## config.mk

```make
export PLATFORM = sky130hd
export DESIGN_NAME = md_issue
export DESIGN_NICKNAME = d
export VERILOG_FILES = /design/src/rtl/md_pkg.sv /design/src/rtl/md_busy_cnt.sv /design/src/rtl/md_issue.sv
export SDC_FILE = /design/constraint.sdc
export NUM_CORES = 1
export LEC_CHECK = 0
export CORE_MARGIN = 4
export CORE_UTILIZATION = 40
export DETAILED_ROUTE_END_ITERATION = 12
export GPL_TIMING_DRIVEN = 0
export MAX_ROUTING_LAYER = met4
export PLACE_DENSITY = 0.88
export SYNTH_ARGS = -nofsm -noshare
export SYNTH_HDL_FRONTEND = slang
export SYNTH_SLANG_ARGS = --single-unit
```

## constraint.sdc

```tcl
create_clock -name clk -period 2 [get_ports clk]
set_clock_uncertainty 0.15 [all_clocks]
set_input_delay 0.3 -clock clk [delete_from_list [all_inputs] [get_ports clk]]
set_output_delay 0.3 -clock clk [all_outputs]
set_load 0.1 [all_outputs]
```

## src/rtl/md_pkg.sv

```systemverilog
// Shared encodings and defaults for the mult/div issue block and the mult/div unit.
package md_pkg;

    typedef enum logic [3:0] {
        OP_NONE  = 4'd0,
        OP_MULT  = 4'd1,
        OP_MULTU = 4'd2,
        OP_DIV   = 4'd3,
        OP_DIVU  = 4'd4,
        OP_MFHI  = 4'd5,
        OP_MFLO  = 4'd6,
        OP_MTHI  = 4'd7,
        OP_MTLO  = 4'd8
    } md_op_e;

    typedef enum logic [1:0] {
        ST_IDLE  = 2'd0,
        ST_ISSUE = 2'd1,
        ST_BUSY  = 2'd2
    } md_state_e;

    localparam int MULT_CYCLES_DEF = 5;
    localparam int DIV_CYCLES_DEF  = 10;

    function automatic logic op_is_valid(input logic [3:0] op);
        return (op >= 4'd1) && (op <= 4'd8);
    endfunction

    function automatic logic op_is_mult(input logic [3:0] op);
        return (op == OP_MULT) || (op == OP_MULTU);
    endfunction

    function automatic logic op_is_div(input logic [3:0] op);
        return (op == OP_DIV) || (op == OP_DIVU);
    endfunction

    // Bits needed to hold the larger of the two busy counts (at least one bit).
    function automatic int cnt_width(input int a, input int b);
        int m;
        m = (a > b) ? a : b;
        return (m < 2) ? 1 : $clog2(m + 1);
    endfunction

endpackage

```

## src/rtl/md_busy_cnt.sv

```systemverilog
// Loadable saturating down-counter; zero_next flags that the next value is zero.
module md_busy_cnt #(
    parameter int WIDTH = 4
) (
    input  logic             clk,
    input  logic             reset,
    input  logic             load,
    input  logic [WIDTH-1:0] load_val,
    output logic             zero_next
);

    localparam logic [WIDTH-1:0] ONE = WIDTH'(1);

    logic [WIDTH-1:0] count_r;

    // Load on request, otherwise count down and hold at zero.
    always_ff @(posedge clk) begin
        if (reset) begin
            count_r <= '0;
        end else if (load) begin
            count_r <= load_val;
        end else if (count_r != '0) begin
            count_r <= count_r - ONE;
        end else begin
            count_r <= count_r;
        end
    end

    assign zero_next = (count_r <= ONE);

endmodule

```

## src/rtl/md_issue.sv

```systemverilog
// Issue/interlock stage between the E-stage and the multi-cycle mult/div unit.
// Optional macro MD_DIVZERO_GUARD_EN suppresses divides by zero and pulses div_zero.
module md_issue
    import md_pkg::*;
#(
    parameter int MULT_CYCLES = MULT_CYCLES_DEF,
    parameter int DIV_CYCLES  = DIV_CYCLES_DEF
) (
    input  logic        clk,
    input  logic        reset,
    input  logic        in_valid,
    input  logic [3:0]  in_op,
    input  logic [31:0] in_a,
    input  logic [31:0] in_b,
    output logic        in_ready,
    input  logic        flush,
    output logic [3:0]  md_op,
    output logic [31:0] md_a,
    output logic [31:0] md_b,
    input  logic        md_busy,
    output logic        stall,
    output logic        div_zero
);

    localparam int               CNT_W     = cnt_width(MULT_CYCLES, DIV_CYCLES);
    localparam logic [CNT_W-1:0] MULT_LOAD = CNT_W'(MULT_CYCLES);
    localparam logic [CNT_W-1:0] DIV_LOAD  = CNT_W'(DIV_CYCLES);

    md_state_e   state_r;
    logic [3:0]  op_r;
    logic [3:0]  md_op_r;
    logic [31:0] md_a_r;
    logic [31:0] md_b_r;
    logic        div_zero_r;

    logic accept_s;
    logic div_guard_s;
    logic issue_short_s;
    logic cnt_load_s;
    logic cnt_done_s;

    assign accept_s = in_valid & op_is_valid(in_op) & ~flush;

`ifdef MD_DIVZERO_GUARD_EN
    assign div_guard_s = op_is_div(in_op) & (in_b == 32'd0);
`else
    assign div_guard_s = 1'b0;
`endif

    // A guarded divide (div_zero_r set during ISSUE) never occupies the unit.
    assign issue_short_s = ~(op_is_mult(op_r) | op_is_div(op_r)) | div_zero_r;
    assign cnt_load_s    = (state_r == ST_ISSUE) & ~flush & ~issue_short_s;

    md_busy_cnt #(
        .WIDTH (CNT_W)
    ) u_busy_cnt (
        .clk       (clk),
        .reset     (reset),
        .load      (cnt_load_s),
        .load_val  (op_is_mult(op_r) ? MULT_LOAD : DIV_LOAD),
        .zero_next (cnt_done_s)
    );

    // Issue FSM; unit-facing outputs are registered and live only for the ISSUE cycle.
    always_ff @(posedge clk) begin
        if (reset) begin
            state_r    <= ST_IDLE;
            op_r       <= OP_NONE;
            md_op_r    <= OP_NONE;
            md_a_r     <= 32'd0;
            md_b_r     <= 32'd0;
            div_zero_r <= 1'b0;
        end else begin
            md_op_r    <= OP_NONE;
            md_a_r     <= 32'd0;
            md_b_r     <= 32'd0;
            div_zero_r <= 1'b0;
            case (state_r)
                ST_IDLE: begin
                    if (accept_s) begin
                        state_r <= ST_ISSUE;
                        op_r    <= in_op;
                        if (div_guard_s) begin
                            div_zero_r <= 1'b1;
                        end else begin
                            md_op_r <= in_op;
                            md_a_r  <= in_a;
                            md_b_r  <= in_b;
                        end
                    end else begin
                        state_r <= ST_IDLE;
                    end
                end
                ST_ISSUE: begin
                    if (flush || issue_short_s) begin
                        state_r <= ST_IDLE;
                    end else begin
                        state_r <= ST_BUSY;
                    end
                end
                ST_BUSY: begin
                    // The unit cannot be cancelled, so flush is not looked at here.
                    if (cnt_done_s && !md_busy) begin
                        state_r <= ST_IDLE;
                    end else begin
                        state_r <= ST_BUSY;
                    end
                end
                default: begin
                    state_r <= ST_IDLE;
                end
            endcase
        end
    end

    // Flush in the ISSUE cycle must cancel the op before the unit sees it.
    assign md_op    = flush ? 4'd0  : md_op_r;
    assign md_a     = flush ? 32'd0 : md_a_r;
    assign md_b     = flush ? 32'd0 : md_b_r;
    assign div_zero = div_zero_r & ~flush;

    assign in_ready = (state_r == ST_IDLE);
    assign stall    = in_valid & ~in_ready;

endmodule

```

==> results.ini, run 1 <==
[logic_synthesis]
ys.flop_type=dfxtp_1
synthMostInstantiatedCell=dfxtp_1
avgSynthCellArea_sq_um=10.11
synth_top_area_share_pct=54.57
synthTopCellsByArea=dfxtp_1 55%, nor2b_1 16%, and2_1 14%, mux2_2 1.2%, clkbuf_1 1.0%
synth_area_leader_cell=dfxtp_1
yosysWarnings=0
ys_ff_latch=78
synthDistinctLibCells=33
synth_fp_nets=358
postSynth.asyncResetShare_pct=0
synth_common_cells=78 x dfxtp_1, 72 x nor2b_1, 66 x and2_1
synth_edf_count=0
ys_seq_area_share_pct=54.57
syn_area_sq_um=2861
synth_cells=283

[die]
start_util_pct=41.66
die_h_um=92.58
fp.coreArea_sq_um=6869
die_w_um=92.58
row_count=30
die-area_sq_um=8571
pin_count=144

[setup_path]
cpMostUsedCell=buf_6
critPathKind=in2reg
critPathRequiredTime_ns=2.08
cp-end-kind=register
crit_family=buffers and inverters
reg2regPathDepth=6
crit_buf_inv=4
startpoint_type=input port
crit_chain=clkdlybuf4s50_1, nor3_2, xor2_1, nor3_4, buf_4, buf_6, buf_6, and2_1
slowest_stage=clkdlybuf4s50_1
crit_fanout=10
worst_ep_arrival_time_ns=2.05
path_depth=8
slowest_delay_ns=0.46

[grt]
grt_overflow=0
first_global_vias=2355
grt_usage_pct=17.68
antenna_found_initial=0
grt_pass1_wl_mm=11.34
grt_max_degree=13

[outcome]
status=finished clean

[job]
maxCapViolations=0

[routing]
vias=2357
dr.pass1.iters=4
drt_iter0_markers=57
drc=0
routed_wl_mm=7.404
via_per_inst=4.381
postRouteAntennaNets=0
wl_per_cell_um=13.76

[timing]
finalCritPeriodShare_pct=98.46
finalHoldViolations=0
max_freq_mhz=507.8
setup_viol=0
max_slew_margin_pct=63.01
worstMarginPinSlew_ns=0.5575
fin_crit_ns=1.969
holdWs_ns=0.3207
slew_violations=0

[placement]
place.gp.congestion=0.8498
numPortBuffers=142
dp_hpwl_mm=5.776

[clock_network]
root_buffer=clkbuf_8
clk_latency_ns=0.33
cts_made_buffers=9
clk_pin_slew_ns=0.07
max-clock-path-buffers=2
cts_tree=built
hold_buffers=0
cts_sinks=78
h-tree-depth=3

[finish]
fillCellCount=583
seq_area_sq_um=1562
final_core_util_pct=64.88
area_growth_pct=55.75
drive_gt1_share_pct=34.62
antenna_cells=0
multiInputGateArea_sq_um=1325
final_net_count=513

[pwr]
vdd_drop_max_mv=0.5709
p_leak_uw=0.001950
pwr_density_cell_nw_per_um2=760.1

[worst_hold_path]
hold_depth=4
hp-class=in2reg

[cell families after synthesis]
family                   after synthesis  share of synthesized area, %
adder cells (fa/ha/maj)                2                        0.8744
flip-flops                            78                         54.57
XOR/XNOR                               3                        0.9184
AO/OA/AOI/OAI                         15                         3.323
other                                  1                        0.1311
buffers and inverters                 19                         3.367
multiplexers                           3                         1.181
AND/OR/NAND/NOR                      162                         35.64
[path summary, 6_finish.rpt]
path / to / startpoint / slack (ns)
max: md_a_r[16] / in_op[0] / 0.03
min reg2reg: state_r[1] / state_r[1] / 0.39
max reg2reg: md_a_r[16] / state_r[1] / 0.15
min: u_busy_cnt.count_r[2] / flush / 0.32
[registers in the layout, summed over array words and instances, names as in the netlist]
signal and count:
md_op_r 4, u_busy_cnt.count_r 4, md_b_r 32, op_r 4, state_r 2, md_a_r 32
[what timing repair did]
item / 4_1_cts / 5_1_grt
setup buffers: 0 / 2
hold endpoints to repair: 0 / 0
gates resized for setup: 373 / 10
setup endpoints to repair: 141 / 130
pin swaps: 0 / 1
[placed cells by master, fill, tap and decap left out, types with 2 or more instances in the layout]
master and instances:
clkbuf_1 3, and2_1 66, buf_4 22, clkdlybuf4s50_1 71, buf_6 4, nor3b_1 2, xnor2_1 2, nor2_1 3
ha_1 2, nor3_1 4, nand2_1 2, clkinv_2 2, nor2b_2 41, mux2_2 3, dfxtp_1 78, nor2b_1 31
o21ai_0 5, clkbuf_8 9, a21oi_1 4, clkdlybuf4s18_2 3, buf_2 46, a22o_1 2, nand3b_1 2, clkbuf_2 11
inv_1 3
[final cells by class]
type                            count  area share, %
Clock inverter                      4          1.095
Clock buffer                       11          2.948
Multi-Input combinational cell    186          29.73
Tap cell                           96          2.695
Timing Repair Buffer              144          26.08
Inverter                            3         0.2527
Sequential cell                    78          35.04
Buffer                             16          2.162
[report_power, final]
| part | switching, uW | internal (uW) |
|---|---|---|
| Clock | 533 | 569 |
| Sequential | 43.7 | 1610 |
| Combinational | 313 | 318 |
[worst reg2reg max path: cells and delay by family (launching register included)]
family        cells  cell delay (ns)
buf+inv           3             0.43
flops             1             0.35
simple gates      3             0.86
[metrics by stage]
stage | cell area (sq um) | TNS [ns] | setup WS [ns] | std cells | total power (uW)
after floorplan | 2964 | -12.53 | -0.4927 | 283 | 2084
after CTS | 4434 | 0 | 0.007803 | 536 | 3416
final | 4457 | 0 | 0.03075 | 538 | 3388
after global routing | 4457 | -0.1883 | -0.02516 | 538 | 3553
after global placement | 4506 | -105.71 | -1.230 | 521 | 2298
after detailed placement | 4506 | -112.19 | -1.309 | 521 | 2321
[layer usage]
metal	up-vias	share of wire, %	track usage (%)
met5	-	0	-
met1	1076	39	18.61
li1	1190	-	-
met4	0	1.3	7.550
met2	82	54	31.66
met3	9	5.8	4.062
No activity file was read; power rests on OpenSTA's default activity.
==> inputs of run 2 (changes only) <==
--- a/constraint.sdc
+++ b/constraint.sdc
@@ -4,2 +4,2 @@
 set_output_delay 0.3 -clock clk [all_outputs]
-set_load 0.1 [all_outputs]
+set_load 0.02 [all_outputs]
==> results.ini, run 2 (synthesized netlist as in run 1, its figures left out) <==
[outcome]
status=finished clean

[pwr]
pwr_density_cell_nw_per_um2=739.1  ; -2.8%
vdd_drop_max_mv=0.4939  ; -13%
p_leak_uw=0.002255  ; +16%

[grt]
first_global_vias=2371  ; +0.68%
grt_max_degree=13  ; unchanged
grt_usage_pct=16.68  ; -1.0 points
antenna_found_initial=0  ; unchanged
grt_overflow=0  ; unchanged
grt_pass1_wl_mm=10.67  ; -6.0%

[timing]
rsz0062_at_grt=yes
fin_crit_ns=1.953  ; -0.01629 ns
max_freq_mhz=512.0  ; +0.83%
finalHoldViolations=0  ; unchanged
slew_violations=0  ; unchanged
finalWorstSetupSlack_ns=0.04704  ; +0.01629 ns
holdWs_ns=0.3635  ; +0.04280 ns
worstMarginPinSlew_ns=0.5603  ; +0.002795 ns
finalCritPeriodShare_pct=97.65  ; -0.81 points
max_slew_margin_pct=62.12  ; -0.89 points
finalSetupTns_ns=0  ; unchanged
setup_viol=0  ; unchanged

[setup_path]
crit_chain=nor2_1, clkdlybuf4s50_1
crit_fanout=4  ; -6
cp-end-kind=output pin
slowest_stage=clkdlybuf4s50_1
startpoint_type=register
critPathRequiredTime_ns=1.55  ; -0.53 ns
worst_ep_arrival_time_ns=1.50  ; -0.55 ns
slowest_delay_ns=0.63  ; +0.17 ns
critPathKind=reg2out

[routing]
vias=2373  ; +0.68%
wl_per_cell_um=13.32  ; -3.2%
postRouteAntennaNets=0  ; unchanged
routed_wl_mm=7.168  ; -3.2%
via_per_inst=4.411  ; +0.68%
drc=0  ; unchanged
dr.pass1.iters=4  ; unchanged
drt_iter0_markers=64  ; +12%

[clock_network]
cts_sinks=78  ; unchanged
cts_made_buffers=9  ; unchanged
h-tree-depth=3  ; unchanged
root_buffer=clkbuf_8
max-clock-path-buffers=2  ; unchanged
clk_latency_ns=0.33  ; about the same
clk_pin_slew_ns=0.08  ; about the same
hold_buffers=0  ; unchanged
cts_tree=built

[placement]
numPortBuffers=142  ; unchanged
post-place-ws_ns=-0.9332  ; +0.3755 ns
dp_hpwl_mm=5.522  ; -4.4%
place.gp.congestion=0.8514  ; +0.19%
placed_area_sq_um=4403  ; -2.3%

[finish]
drive_gt1_share_pct=9.955  ; -25 points
largestRegisters=md_a_r (32), md_b_r (32)
antenna_cells=0  ; unchanged
final_net_count=513  ; unchanged
design_area_sq_um=4601  ; +3.2%
mostFrequentLayoutCells=78 x dfxtp_1, 72 x nor2b_1, 72 x clkdlybuf4s50_1, 66 x and2_1, 51 x dlygate4sd2_1
final_common_cell=dfxtp_1
area_growth_pct=60.78

[die]
pin_count=144  ; unchanged
fp.coreArea_sq_um=6869  ; unchanged
die_w_um=92.58  ; unchanged
die-area_sq_um=8571  ; unchanged
row_count=30  ; unchanged
start_util_pct=41.66  ; unchanged
die_h_um=92.58  ; unchanged

[worst_hold_path]
hp-class=in2reg

[job]
maxCapViolations=0  ; unchanged

run 2: changes by cell type in the layout (fill, tap and decap cells not counted), moves of 2 or more:
cell             change
buf_2               -45
nor2b_1             +41
dlygate4sd2_1       +51
nor2b_2             -41
clkdlybuf4s15_1      +6
dlymetal6s2s_1      +10
buf_6                -2
buf_4               -19
clkdlybuf4s18_2      -3
run 2: metal layers:
layer  track usage, %  part of all wire [%]
met1            18.00                    41
met2            29.31                    51
met3            5.118                   7.0
met4            5.198                   1.3
met5                -                     0
run 2: layout make-up:
type	count	area, sq um
clock inverters	5	75.07
repair buffers	144	1389
inverters	3	11.26
flip-flops and latches	78	1562
fillers	566	2268
plain buffers	16	96.34
clock buffers	10	127.6
well taps	96	120.1
multi-input cells	186	1220
run 2: path summary, 6_finish.rpt:
check | from | end | depth (start not counted) | slack, ns
max | state_r[1] | in_ready | 2 | 0.05
min | in_b[23] | md_b_r[23] | 2 | 0.36
max reg2reg | state_r[1] | op_r[2] | 3 | 0.17
min reg2reg | op_r[3] | op_r[3] | 2 | 0.40
run 2: where the power goes:
group | switching, uW | leakage, uW | internal, uW
sequential | 41.1 | 0.000632 | 1610
clock | 541 | 0.000106 | 690
combinational | 199 | 0.00152 | 317
total | 781 | 0.00225 | 2620
run 2: timing repair:
action                     4_1_cts  5_1_grt
gates resized for setup         71       22
setup endpoints to repair      140       35
pin swaps                        0        1
buffers inserted                 0        2
run 2: stage by stage:
stage          util, %  total power [uW]  cells
6_report         66.98              3400    538
5_1_grt          66.98              3545    538
4_1_cts          66.23              3420    536
3_5_place_dp     64.10              2204    521
3_3_place_gp     64.10              2183    521
2_1_floorplan        -              1970    283
run 2: critical path, delay by kind of cell, from the launching register on:
kind	cells	cell delay (ns)
AND/OR/NAND/NOR	1	0.18
buffers and inverters	1	0.63
flip-flops	1	0.35
==> inputs of run 3 (changes only) <==
Settings changed: CORE_UTILIZATION 40 to 41, CTS_BUF_LIST set to sky130_fd_sc_hd__clkbuf_4 sky130_fd_sc_hd__clkbuf_8, PLACE_DENSITY 0.88 to 0.9.
==> results.ini, run 3 (synthesized netlist as in run 1, its figures left out) <==
[outcome]
status=finished clean

[die]
start_util_pct=42.12  ; +0.46 points
die_w_um=91.54  ; -1.1%
row_count=30  ; unchanged
pin_count=144  ; unchanged
die-area_sq_um=8380  ; -2.2%
fp.coreArea_sq_um=6794  ; -1.1%
die_h_um=91.54  ; -1.1%

[routing]
drc=0  ; unchanged
drt_iter0_markers=51  ; -20%
wl_per_cell_um=12.92  ; -3.0%
vias=2391  ; +0.76%
highest_layer=met4
routed_wl_mm=6.978  ; -2.7%
met1Wirelength_mm=2.935  ; -0.54%
wl_met3_um=532  ; +5.3%
via_per_inst=4.428  ; +0.39%
wl_met2_mm=3.430  ; -5.2%
dr.pass1.iters=4  ; unchanged
postRouteAntennaNets=0  ; unchanged

[setup_path]
worstReg2RegStart=state_r[1]
rrSetupSlack_ns=0.11  ; -0.06 ns
cp-end-kind=output pin
critPathKind=in2out
crit_fanout=10  ; +6
worst_ep_arrival_time_ns=1.48  ; -0.02 ns
startpoint_type=input port
critPathRequiredTime_ns=1.55  ; about the same
cp-startpoint=flush

[clock_network]
h-tree-depth=3  ; unchanged
cts_made_buffers=9  ; unchanged
clk_pin_slew_ns=0.07  ; about the same
cts_sinks=78  ; unchanged
cts_tree=built
max-clock-path-buffers=2  ; unchanged
root_buffer=clkbuf_8
clk_latency_ns=0.32  ; about the same

[placement]
dp_hpwl_mm=5.402  ; -2.2%
place.gp.congestion=0.7829  ; -8.0%
post-place-ws_ns=-0.8903  ; +0.04293 ns
numPortBuffers=142  ; unchanged

[pwr]
p_switching_uw=753.7  ; -3.5%
sw_frac_of_total_pct=21.21  ; -1.8 points
clkPwrFrac_pct=38.9  ; +2.7 points
p_seq_share_pct=46.6  ; -2.0 points
vdd_drop_max_mv=0.4117  ; -17%
pwr-share-comb_pct=14.6  ; -0.6 points
p_total_uw=3554  ; +4.5%
power.internal_uw=2800  ; +6.9%
p_leak_uw=0.002296  ; +1.8%
pwr_density_cell_nw_per_um2=764.2  ; +3.4%

[finish]
mostFrequentLayoutCells=78 x dfxtp_1, 72 x nor2b_1, 70 x clkdlybuf4s50_1, 66 x and2_1, 58 x dlygate4sd2_1
final_net_count=514  ; +0.19%
largestRegisters=md_a_r (32), md_b_r (32)
final_common_cell=dfxtp_1
antenna_cells=0  ; unchanged
area_growth_pct=62.53
drive_gt1_share_pct=10.14  ; +0.18 points

[timing]
finalWorstSetupSlack_ns=0.06503  ; +0.01799 ns
fin_crit_ns=1.935  ; -0.01799 ns
finalSetupTns_ns=0  ; unchanged
max_freq_mhz=516.8  ; +0.93%
setup_viol=0  ; unchanged
holdWs_ns=0.3307  ; -0.03277 ns
slew_violations=0  ; unchanged
finalCritPeriodShare_pct=96.75  ; -0.90 points
finalHoldViolations=0  ; unchanged

[grt]
grt_max_degree=13  ; unchanged
grt_overflow=0  ; unchanged
grt_pass1_wl_mm=10.85  ; +1.7%
antenna_found_initial=0  ; unchanged
grt_usage_pct=16.82  ; +0.14 points
first_global_vias=2462  ; +3.8%

[worst_hold_path]
hp-start=in_valid
hp-class=in2reg

[job]
maxCapViolations=0  ; unchanged

## run 3: changes by cell type in the layout (fill, tap and decap cells not counted), moves of 2 or more
cell,before,now
clkbuf_4,1,4
clkdlybuf4s50_1,72,70
clkinv_2,3,1
dlygate4sd2_1,51,58
clkbuf_2,12,10
clkdlybuf4s15_1,6,2
## run 3: cell type report
type	instances	area, sq um
flip-flops and latches	78	1562
well taps	96	120.1
clock inverters	4	95.09
multi-input cells	186	1220
clock buffers	12	146.4
repair buffers	145	1400
inverters	3	11.26
plain buffers	16	96.34
fillers	560	2143
## run 3: critical path, cell delays in order
cell and delay [ns]:
clkdlybuf4s15_2 0.27, clkbuf_4 0.23, clkbuf_2 0.19, nor2b_1 0.14
dlygate4sd2_1 0.34
## run 3: metal layers
metal  global-route usage (%)  up-vias
met3                    4.308        9
met2                    29.21      104
met1                    18.23     1081
met5                        -        -
li1                         -     1197
met4                    6.784        0
## run 3: metrics by stage
stage	util, %	instance area, sq um	cells
floorplan	-	2861	283
global placement	64.81	4403	521
detailed placement	64.81	4403	521
CTS	67.51	4587	537
global route	68.45	4651	540
finish	68.45	4651	540
## run 3: repair_timing
item / in CTS / in global routing
pin swaps: 1 / 1
hold endpoints to repair: 0 / 0
setup endpoints to repair: 140 / 60
buffers inserted: 0 / 3
gates resized for setup: 72 / 16
hold buffers: 0 / 0
## run 3: power by group through the flow
stage	sequential [uW]	combinational, uW	clock, uW
after CTS	1650	515	1420
after global routing	1660	575	1480
after global placement	1680	500	0
after floorplan	1680	294	0
after detailed placement	1690	519	0
final	1650	518	1380
## run 3: path summary, 6_finish.rpt
check	end	cells after the start
worst max-delay path	md_b[12]	5
worst min register to register	op_r[3]	2
worst min-delay path	md_op_r[2]	3
worst max register to register	md_b_r[5]	5
